$ cat src/rtl/dw_lod_norm_pipe_pkg.sv
// Shared definitions for the leading-one normalizer pipeline (dw_lod_norm_pipe).
// Optional statistics counters are enabled by defining DW_LOD_NORM_STATS_EN.
package dw_lod_pkg;

  localparam int STAT_CNT_W    = 16;
  localparam int A_WIDTH_DEF   = 8;
  localparam int EXP_WIDTH_DEF = 8;

  // Shift-count width: wide enough to hold the value w itself (all-zero operand).
  function automatic int lzc_width(input int w);
    return $clog2(w) + 1;
  endfunction

  // Stage payload for the default datapath configuration.
  typedef struct packed {
    logic [A_WIDTH_DEF-1:0]   a;
    logic [EXP_WIDTH_DEF-1:0] exp;
  } lod_payload_t;

endpackage

$ cat src/rtl/dw_lod_norm_pipe_if.sv
// Handshake/data bundle of dw_lod_norm_pipe; slave = the pipe, master = its neighbours.
// Stat counter signals exist only when DW_LOD_NORM_STATS_EN is defined.
interface dw_lod_norm_pipe_if
  import dw_lod_pkg::*;
#(
  parameter int a_width    = 8,
  parameter int addr_width = 4,
  parameter int exp_width  = 8
);

  // Valid/ready: a beat moves on a rising edge where valid & ready are both high;
  // the sender holds valid and data stable until then, and ready never depends on valid.
  logic                  in_valid;
  logic                  in_ready;
  logic [a_width-1:0]    in_a;
  logic [exp_width-1:0]  in_exp;
  logic                  out_valid;
  logic                  out_ready;
  logic [a_width-1:0]    out_norm;
  logic [addr_width-1:0] out_shift;
  logic [exp_width-1:0]  out_exp;
  logic                  out_zero;
  logic                  out_uflow;

`ifdef DW_LOD_NORM_STATS_EN
  logic [STAT_CNT_W-1:0] stat_uflow_cnt;
  logic [STAT_CNT_W-1:0] stat_zero_cnt;

  modport slave (
    input  in_valid, in_a, in_exp, out_ready,
    output in_ready, out_valid, out_norm, out_shift, out_exp, out_zero, out_uflow,
    output stat_uflow_cnt, stat_zero_cnt
  );

  modport master (
    output in_valid, in_a, in_exp, out_ready,
    input  in_ready, out_valid, out_norm, out_shift, out_exp, out_zero, out_uflow,
    input  stat_uflow_cnt, stat_zero_cnt
  );
`else
  modport slave (
    input  in_valid, in_a, in_exp, out_ready,
    output in_ready, out_valid, out_norm, out_shift, out_exp, out_zero, out_uflow
  );

  modport master (
    output in_valid, in_a, in_exp, out_ready,
    input  in_ready, out_valid, out_norm, out_shift, out_exp, out_zero, out_uflow
  );
`endif

endinterface

$ cat src/rtl/dw_lod_norm_pipe_lzc.sv
// Combinational leading-zero counter; an all-zero operand yields a_width.
module dw_lod_lzc #(
  parameter int a_width    = 8,
  parameter int addr_width = 4
) (
  input  logic [a_width-1:0]    a_i,
  output logic [addr_width-1:0] lzc_o
);

  // Scan upward so the highest set bit is the last one to write the result.
  always_comb begin
    lzc_o = addr_width'(a_width);
    for (int i = 0; i < a_width; i++) begin
      if (a_i[i]) lzc_o = addr_width'(a_width - 1 - i);
    end
  end

endmodule

$ cat src/rtl/dw_lod_norm_pipe.sv
// Two-stage normalizer: S1 captures operand + leading-zero count, S2 shifts and adjusts exponent.
// Defining DW_LOD_NORM_STATS_EN adds saturating underflow/zero output-transfer counters.
module dw_lod_norm_pipe
  import dw_lod_pkg::*;
#(
  parameter int a_width    = 8,
  parameter int addr_width = lzc_width(a_width),
  parameter int exp_width  = 8
) (
  input  logic           clk,
  input  logic           rst_n,
  dw_lod_norm_pipe_if.slave bus
);

  localparam int CW = (exp_width > addr_width) ? exp_width : addr_width;

  typedef struct packed {
    logic [a_width-1:0]   a;
    logic [exp_width-1:0] exp;
  } stage_t;

  stage_t                s1_q;
  logic [addr_width-1:0] s1_lzc_q;
  logic                  s1_valid_q, s1_valid_d;
  logic                  s2_valid_q, s2_valid_d;
  logic                  rdy_en_q;
  logic [addr_width-1:0] lzc_w;

  logic [a_width-1:0]    norm_q, norm_d;
  logic [addr_width-1:0] shift_q;
  logic [exp_width-1:0]  exp_q, exp_d;
  logic                  zero_q, zero_d;
  logic                  uflow_q, uflow_d;

  logic                  s2_adv;
  logic                  in_ready;
  logic                  in_fire;
  logic [CW-1:0]         exp_ext, lzc_ext;

  dw_lod_lzc #(
    .a_width    (a_width),
    .addr_width (addr_width)
  ) u_lzc (
    .a_i   (bus.in_a),
    .lzc_o (lzc_w)
  );

  // Ready is held low until the first clock after reset release.
  always_comb begin
    s2_adv     = s1_valid_q & (~s2_valid_q | bus.out_ready);
    in_ready   = rdy_en_q & (~s1_valid_q | s2_adv);
    in_fire    = bus.in_valid & in_ready;
    s1_valid_d = in_fire | (s1_valid_q & ~s2_adv);
    s2_valid_d = s2_adv | (s2_valid_q & ~bus.out_ready);
  end

  always_comb begin
    norm_d  = s1_q.a << s1_lzc_q;
    zero_d  = (s1_q.a == '0);
    exp_ext = CW'(s1_q.exp);
    lzc_ext = CW'(s1_lzc_q);
    exp_d   = '0;
    uflow_d = 1'b0;
    if (!zero_d) begin
      if (exp_ext < lzc_ext) uflow_d = 1'b1;
      else                   exp_d   = exp_width'(exp_ext - lzc_ext);
    end
  end

  always_ff @(posedge clk or negedge rst_n) begin
    if (!rst_n) begin
      rdy_en_q   <= 1'b0;
      s1_valid_q <= 1'b0;
      s2_valid_q <= 1'b0;
      s1_q       <= '0;
      s1_lzc_q   <= '0;
      norm_q     <= '0;
      shift_q    <= '0;
      exp_q      <= '0;
      zero_q     <= 1'b0;
      uflow_q    <= 1'b0;
    end else begin
      rdy_en_q   <= 1'b1;
      s1_valid_q <= s1_valid_d;
      s2_valid_q <= s2_valid_d;
      if (in_fire) begin
        s1_q.a   <= bus.in_a;
        s1_q.exp <= bus.in_exp;
        s1_lzc_q <= lzc_w;
      end
      if (s2_adv) begin
        norm_q  <= norm_d;
        shift_q <= s1_lzc_q;
        exp_q   <= exp_d;
        zero_q  <= zero_d;
        uflow_q <= uflow_d;
      end
    end
  end

  assign bus.in_ready  = in_ready;
  assign bus.out_valid = s2_valid_q;
  assign bus.out_norm  = norm_q;
  assign bus.out_shift = shift_q;
  assign bus.out_exp   = exp_q;
  assign bus.out_zero  = zero_q;
  assign bus.out_uflow = uflow_q;

`ifdef DW_LOD_NORM_STATS_EN
  logic                  out_fire;
  logic [STAT_CNT_W-1:0] uflow_cnt_q, zero_cnt_q;

  assign out_fire = s2_valid_q & bus.out_ready;

  always_ff @(posedge clk or negedge rst_n) begin
    if (!rst_n) begin
      uflow_cnt_q <= '0;
      zero_cnt_q  <= '0;
    end else begin
      if (out_fire && uflow_q && (uflow_cnt_q != '1)) uflow_cnt_q <= uflow_cnt_q + 1'b1;
      if (out_fire && zero_q && (zero_cnt_q != '1))   zero_cnt_q  <= zero_cnt_q + 1'b1;
    end
  end

  assign bus.stat_uflow_cnt = uflow_cnt_q;
  assign bus.stat_zero_cnt  = zero_cnt_q;
`endif

endmodule

$ cat src/flat_wrapper.sv
// flat-port wrapper written by rule: the top's interface ports become plain ports
module dw_lod_norm_pipe_flat import dw_lod_pkg::*;
#(
  parameter int a_width    = 8,
  parameter int addr_width = lzc_width(a_width),
  parameter int exp_width  = 8
)
  (clk, rst_n, bus_in_valid, bus_in_a, bus_in_exp, bus_out_ready, bus_in_ready, bus_out_valid, bus_out_norm, bus_out_shift, bus_out_exp, bus_out_zero, bus_out_uflow);
  dw_lod_norm_pipe_if #(.a_width(a_width), .addr_width(addr_width), .exp_width(exp_width)) bus_i ();
  input  logic clk;
  input  logic rst_n;
  input wire logic [$bits(bus_i.in_valid)-1:0] bus_in_valid;
  input wire logic [$bits(bus_i.in_a)-1:0] bus_in_a;
  input wire logic [$bits(bus_i.in_exp)-1:0] bus_in_exp;
  input wire logic [$bits(bus_i.out_ready)-1:0] bus_out_ready;
  output wire logic [$bits(bus_i.in_ready)-1:0] bus_in_ready;
  output wire logic [$bits(bus_i.out_valid)-1:0] bus_out_valid;
  output wire logic [$bits(bus_i.out_norm)-1:0] bus_out_norm;
  output wire logic [$bits(bus_i.out_shift)-1:0] bus_out_shift;
  output wire logic [$bits(bus_i.out_exp)-1:0] bus_out_exp;
  output wire logic [$bits(bus_i.out_zero)-1:0] bus_out_zero;
  output wire logic [$bits(bus_i.out_uflow)-1:0] bus_out_uflow;
  assign bus_i.in_valid = bus_in_valid;
  assign bus_i.in_a = bus_in_a;
  assign bus_i.in_exp = bus_in_exp;
  assign bus_i.out_ready = bus_out_ready;
  assign bus_in_ready = bus_i.in_ready;
  assign bus_out_valid = bus_i.out_valid;
  assign bus_out_norm = bus_i.out_norm;
  assign bus_out_shift = bus_i.out_shift;
  assign bus_out_exp = bus_i.out_exp;
  assign bus_out_zero = bus_i.out_zero;
  assign bus_out_uflow = bus_i.out_uflow;
  dw_lod_norm_pipe #(.a_width(a_width), .addr_width(addr_width), .exp_width(exp_width)) u_core (.clk(clk), .rst_n(rst_n), .bus(bus_i));
endmodule
$ cat config.mk
export PLATFORM = sky130hd
export DESIGN_NAME = dw_lod_norm_pipe_flat
export DESIGN_NICKNAME = d
export VERILOG_FILES = /design/src/rtl/dw_lod_norm_pipe_pkg.sv /design/src/rtl/dw_lod_norm_pipe_if.sv /design/src/rtl/dw_lod_norm_pipe_lzc.sv /design/src/rtl/dw_lod_norm_pipe.sv /design/src/flat_wrapper.sv
export SDC_FILE = /design/constraint.sdc
export NUM_CORES = 1
export LEC_CHECK = 0
export BUFFER_PORTS_ARGS = -buffer_cell sky130_fd_sc_hd__clkbuf_2
export CAP_MARGIN = 20
export CORE_MARGIN = 1.5
export CORE_UTILIZATION = 59
export CTS_CLUSTER_DIAMETER = 120
export DETAILED_ROUTE_END_ITERATION = 10
export GPL_TIMING_DRIVEN = 1
export PLACE_DENSITY = 0.85
export SYNTH_ARGS = -nofsm -noshare
export SYNTH_HDL_FRONTEND = slang
export SYNTH_SLANG_ARGS = --single-unit
$ cat constraint.sdc
create_clock -name clk -period 5.7 [get_ports clk]
set_clock_uncertainty 0.05 [all_clocks]
set_input_delay 0.57 -clock clk [delete_from_list [all_inputs] [get_ports clk]]
set_output_delay 0.57 -clock clk [all_outputs]
set_load 0.005 [all_outputs]
==> impl_summary.md <==
Run status
The flow ran to the end, and the final reports show no timing, DRC or antenna violations.

Timing
The final total negative setup slack is 0 ns. Setup repair after global routing left no endpoint under its margin. Counting I/O delays and the setup requirement, the final critical path takes 2.25 ns. Based on the critical path, the design can be clocked at up to 443 MHz. The worst slew margin relative to its limit is 40.1%.

The count of final hold-check violations is 0. The tightest hold path in the finished design has a slack of 0.205 ns. Setup violations remaining at the end of the flow were counted as 0. At the pin with the least slew margin, the transition time is 0.896 ns. The final max-slew violation count came to 0. The final clock period utilization by the worst path is 39.6%.

Critical path
The critical path starts at u_core.s1_lzc_q[0]$_DFFE_PN0P_. The worst register-to-register path has a depth of 7. The launching point of the worst reg2reg path is u_core.s1_lzc_q[0]$_DFFE_PN0P_. Setup slack on the worst reg-to-reg path comes out at 3.45 ns.

Along the worst path, the maximum fanout reaches 13. The critical path arrival is 2.39 ns. By startpoint and endpoint, the worst setup path is classified as register to register. The worst path required time is 5.83 ns.

The category of the worst setup path launch point is a register. The endpoint identified for the worst register-to-register timing path is u_core.bus.out_exp[4]$_DFFE_PN0P_. The worst setup path is captured at a register.

Power and ir drop
The power per cell area is 346 nW/um^2. The share of total power dissipated in combinational logic is 27.7%. The total power after layout is 0.894 mW. Of the total power, the share spent switching nets is 30.7%.

The internal power of the cells totals 0.620 mW. The maximum resistive drop on vdd is 0.000210 V. Per report_power, the clock group accounts for 21.8% of the total. For this design the static power due to leakage is 1.21 nW.

The switching power is 0.274 mW. The share of total power in sequential cells is 50.5%.

Global routing
The number of antenna violations at the first check in global routing was 0. The wire length of the first global-routing pass is 7.20 mm. Entering global routing, the biggest net connects 46 pins.

The global routing usage summed across all routing layers is 22.6%. Global routing finished with a remaining overflow of 0. The number of global-route vias before repair is 1541.

Clock tree
The cts-stage hold buffer count is 0. The number of CTS-inserted buffers is 5. The number of setup buffers added after CTS is 0. After clock tree synthesis, the clock-pin slew on the worst setup and hold paths is 0.08 ns. The post-cts resize count is 0. The clock latency at the later pin of the worst-skew pair is 0.29 ns. The CTS tree is done. The clock tree buffer depth is 2.

For this design, the sink count on the clock tree is 45. The maximum level of the CTS H-tree is 2. The cell at the root of the clock tree is clkbuf_8.

Floorplan
The floorplan die area is 4170 um^2. The die span in y is 64.6 um. 44 I/O pins were placed. The number of rows created at floorplan is 22. The die extent in x is 64.6 um.

The core box area is 3660 um^2. For this configuration, the core starts out at a cell density of 61.1%.

Place
Input and output buffers added on the ports amount to 43. The number of instances in the placed design is 277. The congestion estimate from routability-driven global placement came to 0.787. The wire-length estimate of the detail-placed layout is 3.18 mm.

Finish
The antenna diode count is 0. The number of nets in the layout is 263. The sequential cell area is 1130 um^2. In the final layout, the share of cells above drive strength 1 is 32.1%.

The post-synthesis to final-layout area growth is 15.5%. The finished layout holds 285 standard cells, fillers aside. Fill cells in the final layout number 268. In the final layout, the multi-input gates occupy 1040 um^2.

Route
Dividing the detail-routed via count by the number of cells gives 5.72. The detail route stage leaves a number of antenna-violating nets equal to 0. The total via count after detailed routing is 1630. The detailed-route wire length is 4.28 mm.

The routed length per placed instance is 15.0 um. The iteration-0 DRC count of the detailed router is 96. Before antenna repair, the detailed router went through 4 iterations. The DRC violation count after routing is 0.

Hold path
The class of the tightest hold or removal check is input port to async pin.

Logic synthesis
The share of synthesized flip-flops with an asynchronous set or reset is 100%. Yosys printed 0 warnings. The most used flip-flop cell after synthesis is dfrtp_1. By area the synthesized netlist is led by dfrtp_1 (50%), mux2_2 (7.5%), mux4_2 (4.0%), a22o_1 (3.5%), nand2_1 (3.2%). The number of nets handed over by synthesis was 221.

The post-synthesis instance total is 195. The average footprint of a synthesized cell is 11.5 um^2. The cell area after synthesis is 2240 um^2. The share of the synthesized area in the top cell type is 50.3%. The portion of the post-synthesis area used by sequential elements is 50.3%. In this run, synthesis inferred 0 flip-flops with an integrated enable. The count of different cell masters after synthesis is 42. The flip-flop and latch count after synthesis is 45. The top cell type by total area after synthesis is dfrtp_1.

Flow run
The number of violations of the max-capacitance limit is 0.
## metal layers
layer  GRT usage (%)  share of wire [%]  vias up  wire length [um]
li1                -                  -      796                 -
met1            31.8                 46      789              1960
met2            34.6                 48       38              2070
met3            5.90                4.4        7               186
met4            7.18                1.2        0                53
met5               0                  0        -                 0
## power by group through the flow
stage / clock network, mW / logic [mW] / registers (mW)
after floorplan: 0 / 0.162 / 0.441
after global placement: 0 / 0.238 / 0.453
after detailed placement: 0 / 0.247 / 0.456
after CTS: 0.198 / 0.247 / 0.451
after global routing: 0.213 / 0.278 / 0.461
final: 0.195 / 0.248 / 0.452
## state kept, by name, indices dropped and copies added (netlist names)
register and count:
u_core.bus.out_exp 8, u_core.bus.out_norm 8, u_core.exp_ext 8, u_core.s1_q 8, u_core.bus.out_shift 4, u_core.s1_lzc_q 4
u_core.bus.out_uflow 1, u_core.bus.out_valid 1, u_core.bus.out_zero 1, u_core.rdy_en_q 1, u_core.s1_valid_q 1
## placed cells by master (no fill, tap or decap), types with 5 or more instances in the layout
master	Yosys	layout
a21oi_1	8	8
a22o_1	9	9
clkbuf_2	0	43
clkbuf_8	0	6
dfrtp_1	45	45
ha_1	5	5
inv_1	8	8
mux2_2	15	15
mux2i_1	5	5
nand2_1	19	19
nor2_1	6	6
o21ai_0	12	12
## logic make-up after synthesis
| logic type | after synthesis | share of synthesized area [%] |
|---|---|---|
| AOI/OAI and AO/OA | 47 | 15.3 |
| muxes | 24 | 13.8 |
| and+or+nand+nor | 50 | 11.7 |
| DFF | 45 | 50.3 |
| other | 1 | 0.168 |
| adders and majority gates | 6 | 3.69 |
| buffers and inverters | 18 | 3.41 |
| xor gates and xnor gates | 4 | 1.56 |
## cell type report
type                       count  area share [%]
inverter                       9            1.31
clock buffer                   7            3.34
multi-input combinational    132            40.1
sequential                    45            43.6
timing repair buffer          44            9.39
tap                           48            2.32
## how the worst max path moves through the flow
stage / end / slack (ns)
after floorplan: u_core.bus.out_exp[2]$_DFFE_PN0P_ / 3.82
after global placement: u_core.bus.out_norm[7]$_DFFE_PN0P_ / 3.52
after detailed placement: u_core.bus.out_exp[4]$_DFFE_PN0P_ / 3.46
after CTS: u_core.bus.out_exp[4]$_DFFE_PN0P_ / 3.43
after global routing: u_core.bus.out_exp[4]$_DFFE_PN0P_ / 3.28
final: u_core.bus.out_exp[4]$_DFFE_PN0P_ / 3.45
## stage by stage
stage / worst slack [ns] / utilization (%) / cell area (um^2)
6_report: 3.45 / 70.6 / 2580
5_1_grt: 3.28 / 70.6 / 2580
4_1_cts: 3.43 / 69.9 / 2560
3_5_place_dp: 3.46 / 67.5 / 2470
3_3_place_gp: 3.52 / 67.5 / 2470
2_1_floorplan: 3.82 / - / 2240
## cells in the mapped netlist (2+ instances only)
cell,n
dfrtp_1,45
nand2_1,19
mux2_2,15
o21ai_0,12
a22o_1,9
a21oi_1,8
inv_1,8
nor2_1,6
ha_1,5
mux2i_1,5
buf_2,4
clkbuf_1,4
mux4_2,4
nor3_1,4
o31ai_1,4
xor2_1,4
nand2b_1,3
nand3_1,3
nor4_1,3
a21o_1,2
and2_1,2
nand3b_1,2
nor2b_1,2
o2111ai_1,2
o31a_1,2
o41ai_1,2
## worst max-delay path, cell delays in order (launching register included)
cell     delay [ns]
dfrtp_1        0.68
ha_1           0.24
inv_1          0.05
fa_1           0.41
a21o_1         0.23
a21oi_1        0.20
xor2_1         0.09
a22o_1         0.20
Note: power is estimated with default switching activity, not from simulation.
